## config.mk

```make
export PLATFORM = sky130hd
export DESIGN_NAME = mfe_ctrl
export DESIGN_NICKNAME = d
export VERILOG_FILES = /design/src/rtl/mfe_ctrl.sv
export SDC_FILE = /design/constraint.sdc
export NUM_CORES = 1
export LEC_CHECK = 0
export CAP_MARGIN = 10
export CORE_MARGIN = 3
export CORE_UTILIZATION = 25
export CTS_BUF_LIST = sky130_fd_sc_hd__clkbuf_8
export DETAILED_ROUTE_END_ITERATION = 10
export GPL_ROUTABILITY_DRIVEN = 0
export PLACE_DENSITY = 0.42
export SLEW_MARGIN = 20
export SYNTH_ARGS = -nofsm -noshare
export SYNTH_HDL_FRONTEND = slang
export SYNTH_SLANG_ARGS = --single-unit
```

## constraint.sdc

```tcl
create_clock -name clk -period 5.6 [get_ports clk]
set_input_delay 0.84 -clock clk [delete_from_list [all_inputs] [get_ports clk]]
set_output_delay 0.84 -clock clk [all_outputs]
set_load 0.01 [all_outputs]
```

## src/rtl/mfe_ctrl.sv

```systemverilog
// mfe_ctrl -- frame sequencer for a 3x3 median filter.
//
// Walks every pixel of an IMG_W x IMG_H image in raster order. For each
// pixel it reads the 3x3 neighbourhood from the source image (one pixel per
// cycle), hands the assembled window to an external median datapath, waits
// for the median and writes it to the result memory at the pixel's own
// address. Neighbours that fall outside the image are treated as 0.
//
// Parameters:
//   IMG_W, IMG_H - image size in pixels; IMG_W*IMG_H must equal 2**AW and
//                  IMG_W must be a power of two (so IMG_H is one as well)
//   AW           - address width
//
// Ports:
//   clk        - clock, all state changes on the rising edge
//   reset      - asynchronous active-low reset
//   ready      - frame start request, honoured only while idle
//   busy       - frame in progress
//   iaddr      - source image read address (row*IMG_W + col)
//   idata      - source pixel for the current iaddr, captured at the next edge
//   win_valid  - 3x3 window offered to the median datapath
//   win_data   - window, slot k = (dy+1)*3 + (dx+1) in bits [8k+7:8k]
//   win_ready  - datapath accepts the window
//   med_valid  - median result valid (looked at only while waiting for it)
//   med_data   - median result
//   addr       - result memory address
//   data_wr    - result write data
//   wen        - result write enable (1 = write)
module mfe_ctrl #(
  parameter int IMG_W = 128,
  parameter int IMG_H = 128,
  parameter int AW    = 14
) (
  input  logic          clk,
  input  logic          reset,
  input  logic          ready,
  output logic          busy,
  output logic [AW-1:0] iaddr,
  input  logic [7:0]    idata,
  output logic          win_valid,
  output logic [71:0]   win_data,
  input  logic          win_ready,
  input  logic          med_valid,
  input  logic [7:0]    med_data,
  output logic [AW-1:0] addr,
  output logic [7:0]    data_wr,
  output logic          wen
);

  localparam int CW = $clog2(IMG_W);
  localparam int RW = AW - CW;

  localparam logic [2:0] S_IDLE  = 3'd0;
  localparam logic [2:0] S_FETCH = 3'd1;
  localparam logic [2:0] S_ISSUE = 3'd2;
  localparam logic [2:0] S_WAIT  = 3'd3;
  localparam logic [2:0] S_WRITE = 3'd4;

  localparam logic [CW-1:0]       C_LAST  = CW'(IMG_W - 1);
  localparam logic [RW-1:0]       R_LAST  = RW'(IMG_H - 1);
  localparam logic signed [AW:0]  IMG_W_S = (AW+1)'(IMG_W);
  localparam logic signed [AW:0]  IMG_H_S = (AW+1)'(IMG_H);
  localparam logic signed [AW:0]  ONE_S   = (AW+1)'(1);

  logic [2:0]    state_q, state_d;
  logic [RW-1:0] r_q, r_d;
  logic [CW-1:0] c_q, c_d;
  logic [3:0]    slot_q, slot_d;
  logic [AW-1:0] iaddr_q;
  logic [AW-1:0] addr_q, addr_d;
  logic [7:0]    data_q, data_d;

  // Neighbour coordinates are formed one bit wider than the address and
  // signed, so row/col -1 and row/col == limit are both visible to the
  // border test instead of wrapping into a valid-looking address.
  logic signed [AW:0] dy_s, dx_s, nr_s, nc_s;
  logic               in_bounds;
  logic [AW-1:0]      fetch_addr;

  always_comb begin
    dy_s = '0;
    dx_s = '0;
    case (slot_q)
      4'd0, 4'd1, 4'd2: dy_s = '1;
      4'd6, 4'd7, 4'd8: dy_s = ONE_S;
      default:          dy_s = '0;
    endcase
    case (slot_q)
      4'd0, 4'd3, 4'd6: dx_s = '1;
      4'd2, 4'd5, 4'd8: dx_s = ONE_S;
      default:          dx_s = '0;
    endcase
  end

  assign nr_s = $signed({{(AW+1-RW){1'b0}}, r_q}) + dy_s;
  assign nc_s = $signed({{(AW+1-CW){1'b0}}, c_q}) + dx_s;

  assign in_bounds = !nr_s[AW] && (nr_s < IMG_H_S) &&
                     !nc_s[AW] && (nc_s < IMG_W_S);

  // IMG_W is a power of two, so row*IMG_W+col is a plain concatenation.
  assign fetch_addr = {nr_s[RW-1:0], nc_s[CW-1:0]};

  // Out-of-image slots leave the read address where it was; iaddr_q
  // remembers the last address actually presented.
  assign iaddr = (state_q == S_FETCH && in_bounds) ? fetch_addr : iaddr_q;

  assign busy      = (state_q != S_IDLE);
  assign win_valid = (state_q == S_ISSUE);
  assign wen       = (state_q == S_WRITE);
  assign addr      = addr_q;
  assign data_wr   = data_q;

  // One register per window slot; a slot loads only during its own fetch
  // cycle and otherwise holds, which keeps win_data stable through ISSUE.
  genvar gi;
  generate
    for (gi = 0; gi < 9; gi++) begin : g_slot
      logic [7:0] pix_q;
      always_ff @(posedge clk or negedge reset) begin
        if (!reset) begin
          pix_q <= '0;
        end else if (state_q == S_FETCH && slot_q == 4'(gi)) begin
          pix_q <= in_bounds ? idata : 8'h00;
        end
      end
      assign win_data[8*gi +: 8] = pix_q;
    end
  endgenerate

  always_comb begin
    state_d = state_q;
    r_d     = r_q;
    c_d     = c_q;
    slot_d  = slot_q;
    addr_d  = addr_q;
    data_d  = data_q;
    case (state_q)
      S_IDLE: begin
        if (ready) begin
          state_d = S_FETCH;
          r_d     = '0;
          c_d     = '0;
          slot_d  = '0;
        end
      end
      S_FETCH: begin
        if (slot_q == 4'd8) begin
          state_d = S_ISSUE;
          slot_d  = '0;
        end else begin
          slot_d = slot_q + 4'd1;
        end
      end
      S_ISSUE: begin
        if (win_ready) begin
          state_d = S_WAIT;
        end
      end
      S_WAIT: begin
        if (med_valid) begin
          data_d  = med_data;
          addr_d  = {r_q, c_q};
          state_d = S_WRITE;
        end
      end
      S_WRITE: begin
        state_d = S_FETCH;
        slot_d  = '0;
        if (c_q == C_LAST) begin
          c_d = '0;
          if (r_q == R_LAST) begin
            r_d     = '0;
            state_d = S_IDLE;
          end else begin
            r_d = r_q + RW'(1);
          end
        end else begin
          c_d = c_q + CW'(1);
        end
      end
      default: begin
        state_d = S_IDLE;
      end
    endcase
  end

  always_ff @(posedge clk or negedge reset) begin
    if (!reset) begin
      state_q <= S_IDLE;
      r_q     <= '0;
      c_q     <= '0;
      slot_q  <= '0;
      iaddr_q <= '0;
      addr_q  <= '0;
      data_q  <= '0;
    end else begin
      state_q <= state_d;
      r_q     <= r_d;
      c_q     <= c_d;
      slot_q  <= slot_d;
      iaddr_q <= iaddr;
      addr_q  <= addr_d;
      data_q  <= data_d;
    end
  end

endmodule

```

---- Yosys cells after proc, flatten, opt, wreduce, memory -nomap -nowiden ----
Cells that the tools add are included.
word-level totals
  bits in registers ....................... 129
  input port bits ......................... 21
  logic and storage cells ................. 91
cells by class
  $add $sub $neg .......................... 5
  $lt $le $gt $ge ......................... 2
  eq/ne operators ......................... 19
  multiplexer cells ....................... 20
  reduce and logical (&&, ||, !) cells .... 29
operators by type and width
  cell                                                         count
  case mux 15 bit (2 select lines)                             2
  adder 8 x 15 -> 15 bit                                       2
  less-than comparator 15 x 9 -> 1 bit, second input constant  2
  2-to-1 mux 7 bit                                             4
  case mux 7 bit (2 select lines)                              2
  == test 4 x 3 -> 1 bit, second input constant                4
  case mux 3 bit (5 select lines)                              1
  adder 7 x 1 -> 7 bit, second input constant                  2
  == test 7 bit, second input constant                         2
  2-to-1 mux 14 bit                                            1
  logical AND 1 bit                                            13
  2-to-1 mux 3 bit                                             4
  case mux 4 bit (3 select lines)                              1
  OR reduction 3 bit                                           4
  == test 4 x 2 -> 1 bit, second input constant                2
  2-to-1 mux 4 bit                                             2
  2-to-1 mux 8 bit                                             1
  == test 3 x 2 -> 1 bit, second input constant                2
  != test 2 x 1 -> 1 bit, second input constant                3
  AND reduction 2 bit                                          3
  nonzero test 3 bit                                           2
  adder 4 x 1 -> 4 bit, second input constant                  1
  == test 4 x 1 -> 1 bit, second input constant                1
  == test 4 bit, second input constant                         1
  10 further kinds                                             13

---- Depth between registers and ports, before layout ----
Gate-level depths: netlist of the first run.
  word-level depth ........................ 10
  mapped depth ............................ 14
  depth with buffers taken out ............ 12

---- Least setup slack after synthesis of the first run ----
Ideal clock, no wire load.
  kind .................................... flip-flop to output port
  from .................................... register slot_q[0]
  to ...................................... output iaddr[10]
  arrival time ............................ 3.349 ns
  required time ........................... 4.760 ns
  slack ................................... 1.411 ns
  stages on the path, launching flop included .. 14
  buffers on the path ..................... 2
  cells stage by stage .................... dfrtp_1 inv_1 ha_1 buf_2 nor3_1 nor3_2 ha_1 a211oi_1 o21bai_1 a21oi_1 o31ai_4 o221ai_2 buf_6 mux2_4
on the way
  word-level cells in the longest chain between the ends .. 10
  elaborated cells between the ends (all ways) .. 25
ends and longest elaborated chain
  element                                                                    RTL line  source
  start: declaration                                                         68        logic [3:0] slot_q, slot_d;
  start signal: assignment                                                   201       slot_q <= slot_d;
  == test 4 x 3 -> 1 bit (tied with other cells)                             83, 88
  OR reduction 3 bit                                                         83        case (slot_q)
  case mux 15 bit (2 select lines)                                           83
  adder 8 x 15 -> 15 bit                                                     95        assign nr_s = $signed({{(AW+1-RW){1'b0}}, r_q}) + dy_s;
  less-than comparator 15 x 9 -> 1 bit or logical NOT 1 bit (tied branches)  98        assign in_bounds = !nr_s[AW] && (nr_s < IMG_H_S) &&
  logical AND 1 bit (2 in series)                                            98
  logical AND 1 bit                                                          99        !nc_s[AW] && (nc_s < IMG_W_S);
  logical AND 1 bit                                                          106       assign iaddr = (state_q == S_FETCH && in_bounds) ? fetch_addr : iaddr_q;
  2-to-1 mux 14 bit *                                                        106
  end: declaration                                                           38        output logic [AW-1:0] iaddr,
Mark *: on every way between the ends. The rest lies on a longest branch, timed or not.

---- Worst setup path after layout of the first run ----
  from .................................... register slot_q[0]
  to ...................................... output iaddr[12]
The elaborated chain is that of the path after synthesis.

==> metrics.csv, run 1 <==
metric;value;unit
ioPinCount;132;
insertion_delay;0.44;ns
reg2reg_from;slot_q[0];
synth_nets;645;
fill_cells;2457;
slew_headroom;0.390;
grtUsageMet2;0.216;
core;23700;um^2
postCtsHoldBufs;0;
n_antenna_cell;0;
hold_class;in2async;
htree_levels;4;
hpwl;12.4;mm
wl;17.6;mm
grt_max_degree;76;
worst_slew_pin_slew;0.913;ns
fin_nets;773;
crit_type;reg2out;
cts_buffer_depth;2;
synthToLayoutAreaGrowth;32.9;%
path_clk_slew;0.09;ns
cts_resized;0;
die_w;162;um
route.vias.total;4879;
slew_viol_final;0;
top_usage_layer;met2;
ys_top_cells_by_area;dfrtp_1 (53%), nand2_1 (10%), o31ai_1 (9.6%);
synth_cell_types;50;
powerDensity;669;nW/um^2
wl_per_cell;16.7;um
yosys_warnings;0;
synth.avg_cell_area;10.2;um^2
slowest_delay;0.50;ns
synth_mux_area_frac;0.0321;
synth-seq-area-share;0.531;
crit_fanout;12;
start_util;0.257;
dieArea;26200;um^2
synth_top_area_frac;0.531;
grt_pass1_wl;28.2;mm
grt_use_met3;0.0355;
synth_top_family_by_area;compound AO/OA/AOI/OAI gates;
fin_util;0.341;
crit_path_end_kind;output port;
ys_async_sr_fraction;1.00;
placed_area;7670;um^2
fin_crit;5.24;ns
reg2reg_to;g_slot[0].pix_q[2];
yosysTopAreaCell;dfrtp_1;
reg2regPathDepth;11;
clock-root-buffer;clkbuf_8;
hold_viol_final;0;
met1_usage;0.189;
crit_start;slot_q[0];
cts_tree;built;
stdcell_area;8080;um^2
stdcell_count;1058;
final_common_cell;nand2_1;
cts_made_buffers;17;
endpoint;iaddr[12];
synth_edf_count;0;
cp_cell_sequence;inv_1, ha_1, o31a_2, fa_1, a211oi_1, o21bai_1, a21oi_1, o211a_1, o221ai_2, buf_4, mux2_4, clkdlybuf4s50_1;
final_cell_mix;nand2_1 (166), clkdlybuf4s50_1 (130), dfrtp_1 (129), o31ai_1 (78);
syn_inst;598;
multiInputGateArea;2620;um^2
rows;56;
ff_latch_area;3230;um^2
yosys_most_used_dff;dfrtp_1;
pre_cts_ws;0.810;ns
viasPerCell;4.61;
slowest_stage;fa_1;
fmax;0.191;GHz
synth_compound_area_frac;0.179;
drc;0;
finalWorstSetupSlack;0.360;ns
synth_adder_area_share;0.0560;
synth_xor_area_frac;0.0158;
power.leakage;3.56;nW
drtPass1Iterations;4;
fin_crit_sh;0.936;
portBuffers;131;
syn-cell-area;6080;um^2
maxCapViolations;0;
reg2reg_setup_slack;1.70;ns
outcome;finished clean;
tns;0;ns
vdd_ir_drop_max;0.000430;V
layout-drive-gt1-share;0.0853;
grt_pass1_vias;4872;
clock_sinks;129;
overflow;0;
dp_cells;1026;
cp-start-kind;register;
track_usage;0.137;
synth-simple-area-share;0.146;
crit_required;4.76;ns
cts_setup_buffers;0;
drtAntennaViolNets;0;
grt_antenna_before_repair;0;
ys_seq_elements;129;
rsz0062_at_grt;no;
skew;0.0157;ns
die_h;162;um
dr.first_iter.drc_count;338;
setup_viol;0;
worst_ep_arrival_time;4.40;ns
==> worst max-delay path: cells and delay by family, from the launching register on <==
kind	cells	cell delay (ns)
DFF	1	0.44
adders and majority gates	2	0.80
buffers and inverters	3	0.82
AOI/OAI and AO/OA	6	1.58
muxes	1	0.31
==> cells by family after synthesis <==
kind of cell    Yosys count
buf+inv                  46
compound gates          153
mux                      14
fa+ha+maj                26
flops                   129
simple gates            219
xor+xnor                 11
==> synth_stat cells, drive strengths merged, types with 3 or more instances <==
| cell | instances |
|---|---|
| nand2 | 166 |
| dfrtp | 129 |
| o31ai | 80 |
| ha | 24 |
| nor2 | 24 |
| a21oi | 22 |
| o21ai | 22 |
| buf | 19 |
| mux2 | 14 |
| clkbuf | 10 |
| nand3 | 10 |
| clkinv | 9 |
| inv | 8 |
| a21o | 7 |
| xor2 | 6 |
| nor3 | 5 |
| xnor2 | 5 |
| o211a | 4 |
| a31oi | 3 |
| o22ai | 3 |
==> per-layer routing <==
layer,up-vias,share of wire,routed length [um]
met5,-,0,0
met4,0,0.0079,140
met3,10,0.047,827
met2,118,0.47,8230
met1,2382,0.48,8440
li1,2369,-,-
==> worst min path at each step <==
stage	from	endpoint
6_report	reset	g_slot[2].pix_q[6]
5_1_grt	reset	g_slot[2].pix_q[6]
4_1_cts	reset	g_slot[2].pix_q[6]
3_5_place_dp	data_wr[1]	data_wr[1]
3_3_place_gp	g_slot[3].pix_q[4]	g_slot[3].pix_q[4]
2_1_floorplan	r_q[5]	addr[12]
==> registers in the layout, summed over array words and instances (netlist names) <==
signal	count
addr	14
g_slot.pix_q	72
state_q	3
r_q	7
data_wr	8
slot_q	4
c_q	7
iaddr_q	14
==> stage by stage <==
stage	hold WS (ns)	total power, mW
2_1_floorplan	0.490	3.37
3_3_place_gp	0.460	4.58
3_5_place_dp	0.461	4.63
4_1_cts	0.166	5.50
5_1_grt	0.171	5.84
6_report	0.206	5.41
==> where the power goes <==
part / internal, mW / leakage (nW) / switching [mW]
Combinational: 1.44 / 1.68 / 1.54
Sequential: 1.32 / 1.68 / 0.287
Clock: 0.415 / 0.199 / 0.414
Total: 3.17 / 3.56 / 2.24
==> layout make-up <==
type                    count  area share
clock buffers              18      0.0307
clock inverters            14      0.0197
well taps                 319      0.0494
repair buffers            138       0.169
flip-flops and latches    129       0.399
inverters                  17     0.00789
multi-input cells         423       0.324
No activity file was read; power rests on OpenSTA's default activity.
==> run 2, diff against run 1 <==
- CORE_ASPECT_RATIO: default -> 1.4
==> metrics.csv, run 2 (same netlist as run 1, synthesis figures left out) <==
metric;value;unit;change
cts_buffer_depth;2;;unchanged
power.leakage;3.60;nW;was 3.56 nW
crit_required;4.76;ns;about the same
skew;0.0153;ns;was 0.0157 ns
hold_class;in2async;;unchanged
fin_nets;774;;was 773
clock_sinks;129;;unchanged
portBuffers;131;;unchanged
synthToLayoutAreaGrowth;33.8;%;was 32.9%
crit_fanout;11;;was 12
routed.top_layer;met4;;unchanged
finalWorstSetupSlack;0.298;ns;was 0.360 ns
hpwl;12.7;mm;was 12.4 mm
n_antenna_cell;0;;unchanged
core;23600;um^2;was 23700 um^2
powerDensity;679;nW/um^2;was 669 nW/um^2
largest_register_ffs;72;;unchanged
start_util;0.257;;about the same
route.met3.wl;987;um;was 827 um
fin_crit;5.30;ns;was 5.24 ns
track_usage;0.137;;about the same
insertion_delay;0.45;ns;was 0.44 ns
grt_antenna_before_repair;0;;unchanged
pre_cts_ws;0.295;ns;was 0.810 ns
crit_path_end_kind;output port;;unchanged
cp-start-kind;register;;unchanged
clock-root-buffer;clkbuf_8;;unchanged
slew_viol_final;0;;unchanged
layout-drive-gt1-share;0.0878;;was 0.0853
worst_ep_arrival_time;4.46;ns;was 4.40 ns
regMostFlops;g_slot.pix_q;;unchanged
worst_slew_pin_slew;1.05;ns;was 0.913 ns
wl_met2;8.85;mm;was 8.23 mm
drc;0;;unchanged
overflow;0;;unchanged
postCtsHoldBufs;0;;unchanged
rsz0062_at_grt;no;;unchanged
final_common_cell;nand2_1;;unchanged
tns;0;ns;unchanged
route.vias.total;4930;;was 4879
ioPinCount;132;;unchanged
slew_headroom;0.296;;was 0.390
die_w;138;um;was 162 um
drtAntennaViolNets;0;;unchanged
htree_levels;4;;unchanged
setup_viol;0;;unchanged
hold_viol_final;0;;unchanged
maxCapViolations;0;;unchanged
die_h;191;um;was 162 um
crit_type;reg2out;;unchanged
drtPass1Iterations;4;;unchanged
path_clk_slew;0.07;ns;was 0.09 ns
dp_cells;1011;;was 1026
fmax;0.189;GHz;was 0.191 GHz
final_cell_mix;nand2_1 (166), clkdlybuf4s50_1 (130), dfrtp_1 (129), o31ai_1 (78);;unchanged
fin_crit_sh;0.947;;was 0.936
finalPower;5.52;mW;was 5.41 mW
cts_made_buffers;17;;unchanged
vdd_ir_drop_max;0.000260;V;was 0.000430 V
wl_met1;7.44;mm;was 8.44 mm
grt_max_degree;56;;was 76
dr.first_iter.drc_count;211;;was 338
dieArea;26300;um^2;was 26200 um^2
outcome;finished clean;;unchanged
cts_tree;built;;unchanged
wl;17.6;mm;about the same
stdcell_count;1046;;was 1058
wl_per_cell;16.8;um;was 16.7 um
grt_pass1_wl;27.6;mm;was 28.2 mm
viasPerCell;4.71;;was 4.61
grt_pass1_vias;4845;;was 4872
rows;66;;was 56
-- run 2: layer usage --
layer / vias to the layer above / global-route usage
met5: - / 0
met4: 0 / 0.0475
met3: 21 / 0.0346
met2: 138 / 0.235
met1: 2410 / 0.166
li1: 2361 / -
-- run 2: cell type report --
type	count	area, um^2
fill	2459	15500
sequential	129	3230
multi-input combinational	423	2660
timing repair buffer	139	1390
tap	306	383
clock buffer	19	262
clock inverter	13	145
inverter	17	63.8
-- run 2: stage by stage --
| stage | util | hold slack, ns | area, um^2 |
|---|---|---|---|
| after floorplan | - | 0.490 | 6080 |
| after global placement | 0.325 | 0.462 | 7670 |
| after detailed placement | 0.325 | 0.462 | 7670 |
| after CTS | 0.342 | 0.238 | 8080 |
| after global routing | 0.344 | 0.249 | 8130 |
| final | 0.344 | 0.274 | 8130 |
-- run 2: final timing paths --
kind                                    startpoint            endpoint  slack, ns  cells past startpoint
worst min register to register  g_slot[5].pix_q[5]  g_slot[5].pix_q[5]       0.47                      2
worst max-delay path                     slot_q[0]            iaddr[4]       0.30                     14
worst min-delay path                         reset  g_slot[3].pix_q[5]       0.27                      1
max in group asynchronous                    reset         iaddr_q[11]       4.30                      2
worst max register to register           slot_q[0]  g_slot[0].pix_q[1]       1.70                     11
min in group clk                g_slot[5].pix_q[5]  g_slot[5].pix_q[5]       0.47                      2
-- run 2: what timing repair did --
item	4_1_cts	5_1_grt
buffers inserted	0	3
setup endpoints to repair	14	14
pin swaps	1	1
gates resized for setup	1	5
-- run 2: power breakdown --
group,internal [mW],switching (mW),leakage (nW)
clock network,0.456,0.371,0.215
logic,1.51,1.58,1.70
registers,1.32,0.287,1.68
-- run 2: critical path: stages (launching register included) --
cell	delay [ns]
dfrtp_1	0.44
inv_1	0.09
ha_1	0.31
a21oi_1	0.17
o22ai_1	0.14
ha_1	0.27
fa_1	0.43
a211oi_1	0.23
o21bai_1	0.12
a21oi_2	0.26
o211a_1	0.31
o221ai_4	0.20
buf_12	0.26
mux2_4	0.30
clkdlybuf4s50_1	0.49
==> run 3, diff against run 2 <==
- SKIP_CTS_REPAIR_TIMING: default -> 1
==> metrics.csv, run 3 (same netlist as run 1, synthesis figures left out) <==
metric;value;unit;change
crit_fanout;11;;unchanged
final_cell_mix;nand2_1 (166), clkdlybuf4s50_1 (130), dfrtp_1 (129), o31ai_1 (78);;unchanged
clock-root-buffer;clkbuf_8;;unchanged
grt_pass1_vias;4842;;was 4845
drtPass1Iterations;4;;unchanged
rows;66;;unchanged
power_frac_seq;0.291;;about the same
largest_register_ffs;72;;unchanged
vdd_ir_drop_max;0.000261;V;was 0.000260 V
layout-drive-gt1-share;0.0853;;was 0.0878
worst_slew_pin_slew;1.07;ns;was 1.05 ns
grt_antenna_before_repair;0;;unchanged
reg2reg_from;slot_q[0];;unchanged
overflow;0;;unchanged
grt_pass1_wl;27.6;mm;about the same
p_switching;2.24;mW;about the same
stdcell_area;8120;um^2;was 8130 um^2
tns;0;ns;unchanged
grt_use_met3;0.0346;;unchanged
drtAntennaViolNets;0;;unchanged
grt_max_degree;56;;unchanged
hold_class;in2async;;unchanged
cts_tree;built;;unchanged
die_h;191;um;unchanged
met1_usage;0.166;;about the same
skew;0.0152;ns;was 0.0153 ns
fin_crit;5.32;ns;was 5.30 ns
hold_viol_final;0;;unchanged
regMostFlops;g_slot.pix_q;;unchanged
dieArea;26300;um^2;unchanged
powerDensity;679;nW/um^2;about the same
cts_made_buffers;17;;unchanged
maxCapViolations;0;;unchanged
wl;17.6;mm;about the same
insertion_delay;0.45;ns;about the same
fmax;0.188;GHz;was 0.189 GHz
slew_viol_final;0;;unchanged
slew_headroom;0.286;;was 0.296
comb_power_share;0.558;;was 0.559
grtUsageMet2;0.235;;unchanged
hpwl;12.7;mm;unchanged
synthToLayoutAreaGrowth;33.6;%;was 33.8%
track_usage;0.137;;about the same
placed_area;7670;um^2;unchanged
rsz0062_at_grt;no;;unchanged
internal_power;3.27;mW;was 3.28 mW
outcome;finished clean;;unchanged
wl_per_cell;16.9;um;was 16.8 um
route.vias.total;4952;;was 4930
htree_levels;4;;unchanged
netSwitchingFraction;0.406;;was 0.405
crit_type;reg2out;;unchanged
fin_crit_sh;0.949;;was 0.947
ioPinCount;132;;unchanged
fin_hold_ws;0.272;ns;was 0.274 ns
path_clk_slew;0.07;ns;about the same
crit_start;slot_q[0];;unchanged
setup_viol;0;;unchanged
core;23600;um^2;unchanged
final_common_cell;nand2_1;;unchanged
viasPerCell;4.74;;was 4.71
die_w;138;um;unchanged
start_util;0.257;;unchanged
clockPowerShare;0.150;;about the same
drc;0;;unchanged
fin_nets;773;;was 774
top_usage_layer;met2;;unchanged
n_antenna_cell;0;;unchanged
crit_path_end_kind;output port;;unchanged
fill_cells;2464;;was 2459
dr.first_iter.drc_count;218;;was 211
clock_sinks;129;;unchanged
worst_ep_arrival_time;4.48;ns;was 4.46 ns
portBuffers;131;;unchanged
crit_required;4.76;ns;about the same
power.leakage;3.59;nW;was 3.60 nW
cp-start-kind;register;;unchanged
cts_buffer_depth;2;;unchanged
## run 3: cell types whose count changed in the layout (fill, tap and decap cells not counted)
cell,before,now
buf_4,7,6
nor3_1,3,4
nor3_2,1,0
## run 3: power groups by stage
stage / combinational, mW / clock (mW) / sequential (mW)
final: 3.08 / 0.828 / 1.61
after global routing: 3.38 / 0.900 / 1.66
after CTS: 3.08 / 0.862 / 1.61
after detailed placement: 3.07 / 0 / 1.63
after global placement: 3.02 / 0 / 1.62
after floorplan: 1.70 / 0 / 1.66
## run 3: final timing paths
path                                      endpoint  slack (ns)  cells after the start
worst max-delay path                      iaddr[4]        0.28                     14
worst min-delay path            g_slot[3].pix_q[5]        0.27                      1
worst max register to register  g_slot[0].pix_q[1]        1.69                     13
worst min register to register  g_slot[5].pix_q[5]        0.47                      2
max in group asynchronous              iaddr_q[10]        4.30                      2
min in group clk                g_slot[5].pix_q[5]        0.47                      2
## run 3: critical path, cell delays in order (launching register included)
cell             delay (ns)
dfrtp_1                0.44
inv_1                  0.09
ha_1                   0.31
nor3_1                 0.34
nor3_4                 0.11
buf_4                  0.19
ha_1                   0.34
o211a_1                0.16
o21ai_1                0.09
a311o_2                0.41
o31ai_4                0.28
o221ai_4               0.23
buf_12                 0.26
mux2_4                 0.30
clkdlybuf4s50_1        0.49
## run 3: stage by stage
stage	power (mW)	setup WS, ns	instances	utilization
final	5.51	0.284	1045	0.344
after global routing	5.94	0.0322	1045	0.344
after CTS	5.56	-0.228	1043	0.342
after detailed placement	4.70	0.295	1011	0.325
after global placement	4.64	0.485	1011	0.325
after floorplan	3.37	1.41	598	-
## run 3: layer usage
layer	share of wire	up-vias
met5	0	-
met4	0.019	0
met3	0.055	20
met2	0.50	147
met1	0.43	2422
li1	-	2363
## run 3: layout make-up
class                           count  area, um^2  share of cell area
Timing Repair Buffer              138        1390               0.171
Clock buffer                       19         262              0.0322
Multi-Input combinational cell    423        2650               0.327
Tap cell                          306         383              0.0471
Inverter                           17        63.8             0.00786
Sequential cell                   129        3230               0.397
Clock inverter                     13         145              0.0179
